`src/rtl/bmp_stream_writer.sv`:
```
// bmp_stream_writer: captures one frame of RGB pixels into an internal store,
// then streams it out as a complete 24-bit BMP file (header, bottom-up rows,
// 4-byte row padding) over a valid/ready byte interface.
module bmp_stream_writer #(
  parameter int WIDTH        = 10,
  parameter int HEIGHT       = 5,
  parameter int PIX_PER_BEAT = 2
) (
  input  logic                      HCLK,
  input  logic                      HRESET,
  input  logic                      HSYNC,
  input  logic [8*PIX_PER_BEAT-1:0] DATA_R,
  input  logic [8*PIX_PER_BEAT-1:0] DATA_G,
  input  logic [8*PIX_PER_BEAT-1:0] DATA_B,
  input  logic                      byte_ready,
  output logic [7:0]                byte_out,
  output logic                      byte_valid,
  output logic                      byte_last,
  output logic                      write_done,
  output logic                      write_file_done,
  output logic                      overrun
);

  localparam int NPIX      = WIDTH * HEIGHT;
  localparam int ADDR_W    = (NPIX > 1) ? $clog2(NPIX) : 1;
  localparam int COL_W     = (WIDTH > 1) ? $clog2(WIDTH) : 1;
  localparam int ROW_W     = (HEIGHT > 1) ? $clog2(HEIGHT) : 1;
  localparam int ROW_BYTES = ((3 * WIDTH + 3) / 4) * 4;
  localparam int IMG_SIZE  = ROW_BYTES * HEIGHT;
  localparam int FILE_SIZE = 54 + IMG_SIZE;
  localparam int PAD_N     = ROW_BYTES - 3 * WIDTH;
  localparam int PAD_W     = (PAD_N > 1) ? $clog2(PAD_N) : 1;
  localparam bit HAS_PAD   = (PAD_N != 0);

  localparam logic [COL_W-1:0] COL_LAST      = COL_W'(WIDTH - 1);
  localparam logic [COL_W-1:0] COL_LAST_BEAT = COL_W'(WIDTH - PIX_PER_BEAT);
  localparam logic [ROW_W-1:0] ROW_LAST      = ROW_W'(HEIGHT - 1);
  localparam logic [PAD_W-1:0] PAD_LAST      = PAD_W'(PAD_N - 1);
  localparam logic [5:0]       HDR_LAST      = 6'd53;

  typedef enum logic [1:0] {CAPTURE, HEADER, PIXELS, PAD} state_t;

  state_t              state, state_nxt;
  logic [ROW_W-1:0]    wr_row, rd_row;
  logic [COL_W-1:0]    wr_col, rd_col;
  logic [1:0]          chan;
  logic [5:0]          hdr_cnt;
  logic [PAD_W-1:0]    pad_cnt;
  logic [ADDR_W-1:0]   wr_addr, rd_addr;
  logic [23:0]         mem [NPIX];
  logic [23:0]         pix;
  logic                cap_beat, cap_last, xfer, row_end, pad_end;

  // Header byte lookup: each field is a little-endian word starting at 'base'.
  function automatic logic [7:0] hdr_byte(input logic [5:0] idx);
    int          i;
    int          base;
    logic [31:0] word;
    logic [1:0]  sh;
    i = int'(idx);
    word = 32'd0;
    base = i;
    if (i < 2)       begin word = 32'h0000_4D42;    base = 0;  end
    else if (i < 6)  begin word = FILE_SIZE;        base = 2;  end
    else if (i < 10) begin word = 32'd0;            base = 6;  end
    else if (i < 14) begin word = 32'd54;           base = 10; end
    else if (i < 18) begin word = 32'd40;           base = 14; end
    else if (i < 22) begin word = WIDTH;            base = 18; end
    else if (i < 26) begin word = HEIGHT;           base = 22; end
    else if (i < 28) begin word = 32'd1;            base = 26; end
    else if (i < 30) begin word = 32'd24;           base = 28; end
    else if (i < 34) begin word = 32'd0;            base = 30; end
    else if (i < 38) begin word = IMG_SIZE;         base = 34; end
    sh = 2'(i - base);
    return word[{sh, 3'b000} +: 8];
  endfunction

  assign cap_beat = HSYNC && (state == CAPTURE);
  assign cap_last = cap_beat && (wr_row == ROW_LAST) && (wr_col == COL_LAST_BEAT);
  assign xfer     = byte_valid && byte_ready;
  assign row_end  = (chan == 2'd2) && (rd_col == COL_LAST);
  assign pad_end  = (pad_cnt == PAD_LAST);
  assign wr_addr  = ADDR_W'(int'(wr_row) * WIDTH + int'(wr_col));
  assign rd_addr  = ADDR_W'(int'(rd_row) * WIDTH + int'(rd_col));
  assign pix      = mem[rd_addr];

  // Frame store write: one beat lands PIX_PER_BEAT adjacent pixels; packed {R,G,B}.
  always_ff @(posedge HCLK) begin
    if (cap_beat) begin
      for (int p = 0; p < PIX_PER_BEAT; p++) begin
        mem[wr_addr + ADDR_W'(p)] <= {DATA_R[8*p +: 8], DATA_G[8*p +: 8], DATA_B[8*p +: 8]};
      end
    end
  end

  // FSM state register.
  always_ff @(posedge HCLK or negedge HRESET) begin
    if (!HRESET) state <= CAPTURE;
    else         state <= state_nxt;
  end

  // Next state and byte-stream outputs; the stream holds while counters hold.
  always_comb begin
    state_nxt  = state;
    byte_valid = 1'b0;
    byte_out   = 8'd0;
    byte_last  = 1'b0;
    case (state)
      CAPTURE: begin
        if (cap_last) state_nxt = HEADER;
      end
      HEADER: begin
        byte_valid = 1'b1;
        byte_out   = hdr_byte(hdr_cnt);
        if (xfer && (hdr_cnt == HDR_LAST)) state_nxt = PIXELS;
      end
      PIXELS: begin
        byte_valid = 1'b1;
        case (chan)
          2'd0:    byte_out = pix[7:0];
          2'd1:    byte_out = pix[15:8];
          default: byte_out = pix[23:16];
        endcase
        byte_last = !HAS_PAD && row_end && (rd_row == '0);
        if (xfer && row_end) begin
          if (HAS_PAD)            state_nxt = PAD;
          else if (rd_row == '0)  state_nxt = CAPTURE;
        end
      end
      PAD: begin
        byte_valid = 1'b1;
        byte_last  = pad_end && (rd_row == '0);
        if (xfer && pad_end) state_nxt = (rd_row == '0) ? CAPTURE : PIXELS;
      end
      default: state_nxt = CAPTURE;
    endcase
  end

  // Capture/readout counters, status pulses and the sticky overrun flag.
  always_ff @(posedge HCLK or negedge HRESET) begin
    if (!HRESET) begin
      wr_row          <= '0;
      wr_col          <= '0;
      rd_row          <= '0;
      rd_col          <= '0;
      chan            <= '0;
      hdr_cnt         <= '0;
      pad_cnt         <= '0;
      write_done      <= 1'b0;
      write_file_done <= 1'b0;
      overrun         <= 1'b0;
    end else begin
      write_done      <= cap_last;
      write_file_done <= xfer && byte_last;
      if (HSYNC && (state != CAPTURE)) overrun <= 1'b1;
      if (cap_beat) begin
        if (wr_col == COL_LAST_BEAT) begin
          wr_col <= '0;
          wr_row <= (wr_row == ROW_LAST) ? '0 : wr_row + ROW_W'(1);
        end else begin
          wr_col <= wr_col + COL_W'(PIX_PER_BEAT);
        end
      end
      if (xfer) begin
        case (state)
          HEADER: begin
            if (hdr_cnt == HDR_LAST) begin
              hdr_cnt <= '0;
              rd_row  <= ROW_LAST;
              rd_col  <= '0;
              chan    <= '0;
            end else begin
              hdr_cnt <= hdr_cnt + 6'd1;
            end
          end
          PIXELS: begin
            if (chan != 2'd2) begin
              chan <= chan + 2'd1;
            end else begin
              chan <= '0;
              if (rd_col == COL_LAST) begin
                rd_col <= '0;
                if (!HAS_PAD && (rd_row != '0)) rd_row <= rd_row - ROW_W'(1);
              end else begin
                rd_col <= rd_col + COL_W'(1);
              end
            end
          end
          PAD: begin
            if (pad_end) begin
              pad_cnt <= '0;
              if (rd_row != '0) rd_row <= rd_row - ROW_W'(1);
            end else begin
              pad_cnt <= pad_cnt + PAD_W'(1);
            end
          end
          default: ;
        endcase
      end
    end
  end

endmodule
```
`config.mk`:
```
export PLATFORM = sky130hd
export DESIGN_NAME = bmp_stream_writer
export DESIGN_NICKNAME = d
export VERILOG_FILES = /design/src/rtl/bmp_stream_writer.sv
export SDC_FILE = /design/constraint.sdc
export NUM_CORES = 1
export LEC_CHECK = 0
export ABC_CLOCK_PERIOD_IN_PS = 3400
export BUFFER_PORTS_ARGS = -buffer_cell sky130_fd_sc_hd__buf_4
export CAP_MARGIN = 10
export CORE_AREA = 2 2 357 359
export DETAILED_ROUTE_END_ITERATION = 10
export DIE_AREA = 0 0 359 361
export PLACE_DENSITY = 0.63
export SYNTH_ARGS = -nofsm -noshare
export SYNTH_HDL_FRONTEND = slang
export SYNTH_SLANG_ARGS = --single-unit
export TNS_END_PERCENT = 1
```
`constraint.sdc`:
```
create_clock -name HCLK -period 3.4 [get_ports HCLK]
set_input_delay 0.68 -clock HCLK [delete_from_list [all_inputs] [get_ports HCLK]]
set_output_delay 0.68 -clock HCLK [all_outputs]
set_load 0.05 [all_outputs]
```
* Yosys cells after proc, flatten, opt, wreduce, memory -nomap -nowiden
Memory sizes are Yosys's and may differ from the RTL's. Index checks and enable logic that the tools add are counted.
Word-level totals: register bits 28, memory bits (writable) 1200, bits of input ports 52, output and inout port bits 13, word-level logic and storage cells 132, memories 1
Memory list:
- mem | depth 50, bits a word 24, rd ports 1, clocked after memory_dff 0, wr ports 2, RTL line 50 | logic [23:0] mem [NPIX];
Operators by class: $add $sub $neg 11, multiply operators 2, $lt $le $gt $ge 11, eq/ne operators 18, shifts and indexed selects 1, mux-type cells 51, reductions and logical operators 26
Operator list (number):
- two-way mux 8 bit | 10
- two-way mux 2 bit | 19
- two-way mux 32 bit | 1
- one-hot mux 8 bit (2 select lines) | 2
- variable part select 32 x 6 -> 8 bit | 1
- less-than comparator 6 x 5 -> 1 bit, second input constant | 5
- != test 2 bit, second input constant | 9
- two-way mux 4 bit | 4
- two-way mux 15 bit | 1
- adder 6 x 1 -> 6 bit, second input constant | 2
- adder 6 x 4 -> 6 bit | 2
- less-than comparator 6 x 4 -> 1 bit, second input constant | 2
- less-than comparator 6 bit, second input constant | 2
- two-way mux 3 bit | 4
- logical AND 1 bit | 11
- multiplier 3 x 3 -> 5 bit, second input constant | 2
- == test 4 bit, second input constant | 2
- one-hot mux 2 bit (4 select lines) | 1
- one-hot mux 4 bit (2 select lines) | 1
- AND reduction 4 bit | 2
- == test 2 bit, second input constant | 3
- == test 6 bit, second input constant | 1
- less-than comparator 6 x 2 -> 1 bit, second input constant | 1
- less-than comparator 6 x 3 -> 1 bit, second input constant | 1
- 21 further kinds | 31

* Depth between registers and ports, before layout
depth after elaboration 16, mapped depth 13, gate-level depth less buffers 10

* Worst setup path before layout
Ideal clock, no wire load.
path kind register to output, from register rd_row[0], to output port byte_out[4], arrival time 3.744 ns, data required time 2.720 ns, path slack -1.024 ns, cell stages (with the launch flop) 11, buffers on the path 2, cell sequence dfrtp_1 > ha_1 > fa_1 > clkbuf_1 > nand2_1 > mux2i_1 > clkbuf_1 > nand2_1 > nand4_1 > nand4_1 > o31ai_1
On the way: longest elaborated chain between the ends 5
RTL lines:
- start, declared | RTL line 44 | logic [ROW_W-1:0] wr_row, rd_row;
- start signal, assigned | RTL line 183 | if (!HAS_PAD && (rd_row != '0)) rd_row <= rd_row - ROW_W'(1);
- start signal, assigned | RTL line 192 | if (rd_row != '0) rd_row <= rd_row - ROW_W'(1);
- multiplier 3 x 3 -> 5 bit | RTL line 84 | assign rd_addr = ADDR_W'(int'(rd_row) * WIDTH + int'(rd_col));
- adder 6 x 4 -> 6 bit | RTL line 84
- memory read (50 x 24 bit)
- one-hot mux 8 bit (2 select lines) | RTL line 119 | case (chan)
- one-hot mux 8 bit (2 select lines) | RTL line 108 | case (state)
- end, declared | RTL line 16 | output logic [7:0] byte_out,
No other way between the ends.

* Worst setup path in the final report
from register rd_row[0], to output port byte_out[7]
Same word-level chain as after synthesis.

==> reports/metrics.cfg <==
[run_status]
status=finished, violations left
violations=setup timing

[logic_synthesis]
synth_xor_area_share_pct=0.2477
yosysWarnings=0
ys_seq_elements=1227
avgSynthCellArea_um2=17.39
synth_top_cell_area_share_pct=64.26
synth_edf_count=1200
syn_area_um2=56080
synthMuxAreaShare_pct=24.19
syn-num-nets=3303
yosysUniqueCellTypes=72
ys_seq_area_share_pct=65.46
synth_top_flop_cell=edfxtp_1
yosys.area_share.adder_pct=0.6247
async_reset_ff_share_pct=2.200
synthSimpleGateAreaFrac_pct=3.536
postSynthCellCount=3225
synth_top_area_cell=edfxtp_1
synth_area_leaders=edfxtp_1 (64%), mux2_2 (12%), mux4_2 (12%)
synth_compound_area_share_pct=2.807
synth.most_common_cell=edfxtp_1
synth_top_family_by_area=multiplexers
synth_common_cells=edfxtp_1 (1200), mux2_2 (584), mux4_2 (289), nand2_1 (265), clkbuf_1 (185)

[cts]
cts_tree=yes
cts-htree-levels=4
cts.sinks=1227
numCtsBuffers=134
clock_path_buffers=3
clock_latency_ns=0.79
path_clk_slew_ns=0.06
cts_root_buffer=clkbuf_16

[route]
vias=32410
drc_errors=0
drtAntennaViolNets=0
routedWlPerCell_um=31.75
initialDrtViolationCount=4439
wirelength_um=166100
via_per_inst=6.197
drtPass1Iterations=5

[global_route]
grt_start_max_net_pins=51
grt_pass1_vias=32620
grt_pass1_wl_um=237600
groute.usage.overall_pct=25.63
antenna_found_initial=0
grt_overflow=0

[sta]
hold_viol=0
finalMaxSlewViolations=0
rsz0062_at_grt=yes
setup_viol=20
worst_slack_ns=-1.428
finClkSkew_ns=0.04260
period_minus_slack_ns=4.828
post-route-period-util_pct=142.0
fmaxAchievable_mhz=207.1
slew_headroom_pct=44.89
worstMarginPinSlew_ns=0.8266

[pwr]
p_seq_share_pct=33.0
intPower_uw=35940
comb_power_share_pct=40.8
power_density_nw_per_um2=832.4
finalPower_uw=54940
power.switching_uw=19000
p_leak_uw=0.02150
clock_power_share_pct=26.2
max-vdd-ir-drop_uv=663.4
p_sw_share_pct=34.59

[floorplanning]
start_util_pct=44.72
die_area_um2=129600
coreArea_um2=125400
chipHeight_um=361
pin_count=65
fp.dieW_um=359
row_count=130

[setup_path]
path_class=register to primary output
worstSetupEndpointType=primary output
required_ns=2.72
cpPeakStageDelay_ns=0.45
crit_chain=ha_4, fa_2, xnor2_4, buf_12, buf_8, nor2_4, buf_4, a22oi_1, a21oi_1, o21ai_1, buf_4, nand4_1, a31o_4, buf_8
cp_max_fo=4
worstPathArrival_ns=4.15
cp_slowest_cell=dfrtp_2
critPathLaunchType=register

[layout]
register_area_um2=36720
multi_input_area_um2=18240
syn_to_final_growth_pct=17.69
drive_above_1_share_pct=44.48
layout.nets=3558
fillCellCount=9853
diodes=0

[hold_path]
hp-class=input port to register

[placed_design]
gp_congestion=0.9285
dpl.hpwl_um=106100
io_buffers=64
place_ws_ns=-0.7867

[flow_run]
maxCapViolations=0

[stage by stage]
stage	setup TNS, ns	instances	util (%)	hold slack, ns	cell area, µm²
finish	-11.14	5231	52.63	0.1449	66000
global route	-18.87	5231	52.63	0.1399	66000
CTS	-11.26	5227	52.52	0.1041	65870
detailed placement	-5.773	4977	48.80	0.4624	61200
global placement	-5.736	4977	48.80	0.4524	61200
floorplan	-20.08	3225	-	0.3844	56210
[worst max-delay path: cells and delay by family, from the launching register on]
| family | cells | cell delay [ns] |
|---|---|---|
| AO/OA/AOI/OAI | 4 | 1.00 |
| buffers and inverters | 5 | 0.67 |
| adder cells (fa/ha/maj) | 2 | 0.62 |
| flip-flops | 1 | 0.45 |
| AND/OR/NAND/NOR | 2 | 0.36 |
| XOR/XNOR | 1 | 0.26 |
[layout by cell type, fill, tap and decap left out, types with 25 or more instances in the layout]
| master | instances |
|---|---|
| edfxtp_1 | 1200 |
| mux2_2 | 583 |
| buf_4 | 320 |
| mux4_2 | 289 |
| nand2_1 | 262 |
| clkbuf_16 | 140 |
| buf_12 | 91 |
| clkinv_1 | 45 |
| nor2_1 | 44 |
| mux2i_1 | 43 |
| o21ai_0 | 41 |
| a22oi_1 | 38 |
| nand3_1 | 35 |
| a21oi_1 | 34 |
| nor2_4 | 31 |
| dfrtp_1 | 25 |
[cell families (layout without fill, tap and decap cells)]
family / after synthesis / count (layout)
compound gates: 227 / 227
xor+xnor: 15 / 15
fa+ha+maj: 27 / 27
buf+inv: 353 / 709
flops: 1227 / 1227
mux: 921 / 921
simple gates: 455 / 455
[repair_timing]
item | CTS | global route
setup endpoints to repair | 20 | 280
hold endpoints to repair | 27 | 0
buffers inserted | 11 | 4
hold buffers | 1 | 0
resized for setup | 61 | 29
pin swaps | 25 | 19
gates cloned | 1 | 1
[state kept, by name (all words and copies together) (netlist names), 2 cells and up]
name,cells
wr_row,3
mem,1200
chan,2
hdr_cnt,6
rd_col,4
rd_row,3
state,2
wr_col,3
[worst paths after layout]
kind | from | to | slack [ns] | depth (start not counted)
setup reg to reg | wr_row[0] | mem[43][12] | -0.05 | 11
setup / recovery | rd_row[0] | byte_out[7] | -1.43 | 14
hold / removal | HSYNC | overrun | 0.14 | 2
hold reg to reg | overrun | overrun | 0.46 | 1
min in group asynchronous | HRESET | wr_col[2] | 0.36 | 2
max in group asynchronous | HRESET | rd_col[0] | 2.72 | 2
[metal layers]
layer	up-vias	global-route usage, %	share of wire (%)
met5	-	0	0
met4	0	8.249	3.0
met3	280	5.019	9.2
met2	1657	41.43	48
met1	17130	35.09	40
li1	13350	-	-
[power groups by stage]
stage	clock network, µW	registers [µW]	logic, µW
detailed placement	0	18400	21200
global route	15100	18200	23400
global placement	0	18400	21000
finish	14400	18100	22400
floorplan	0	18300	12100
CTS	14600	18100	22100
[cell type report]
class	count	share of cell area [%]
Sequential cell	1227	55.63
Multi-Input combinational cell	1645	27.64
Timing Repair Buffer	437	6.921
Clock buffer	159	5.384
Tap cell	1650	3.128
Clock inverter	78	1.094
Inverter	35	0.2066
Note: power is estimated with default switching activity, not from simulation.
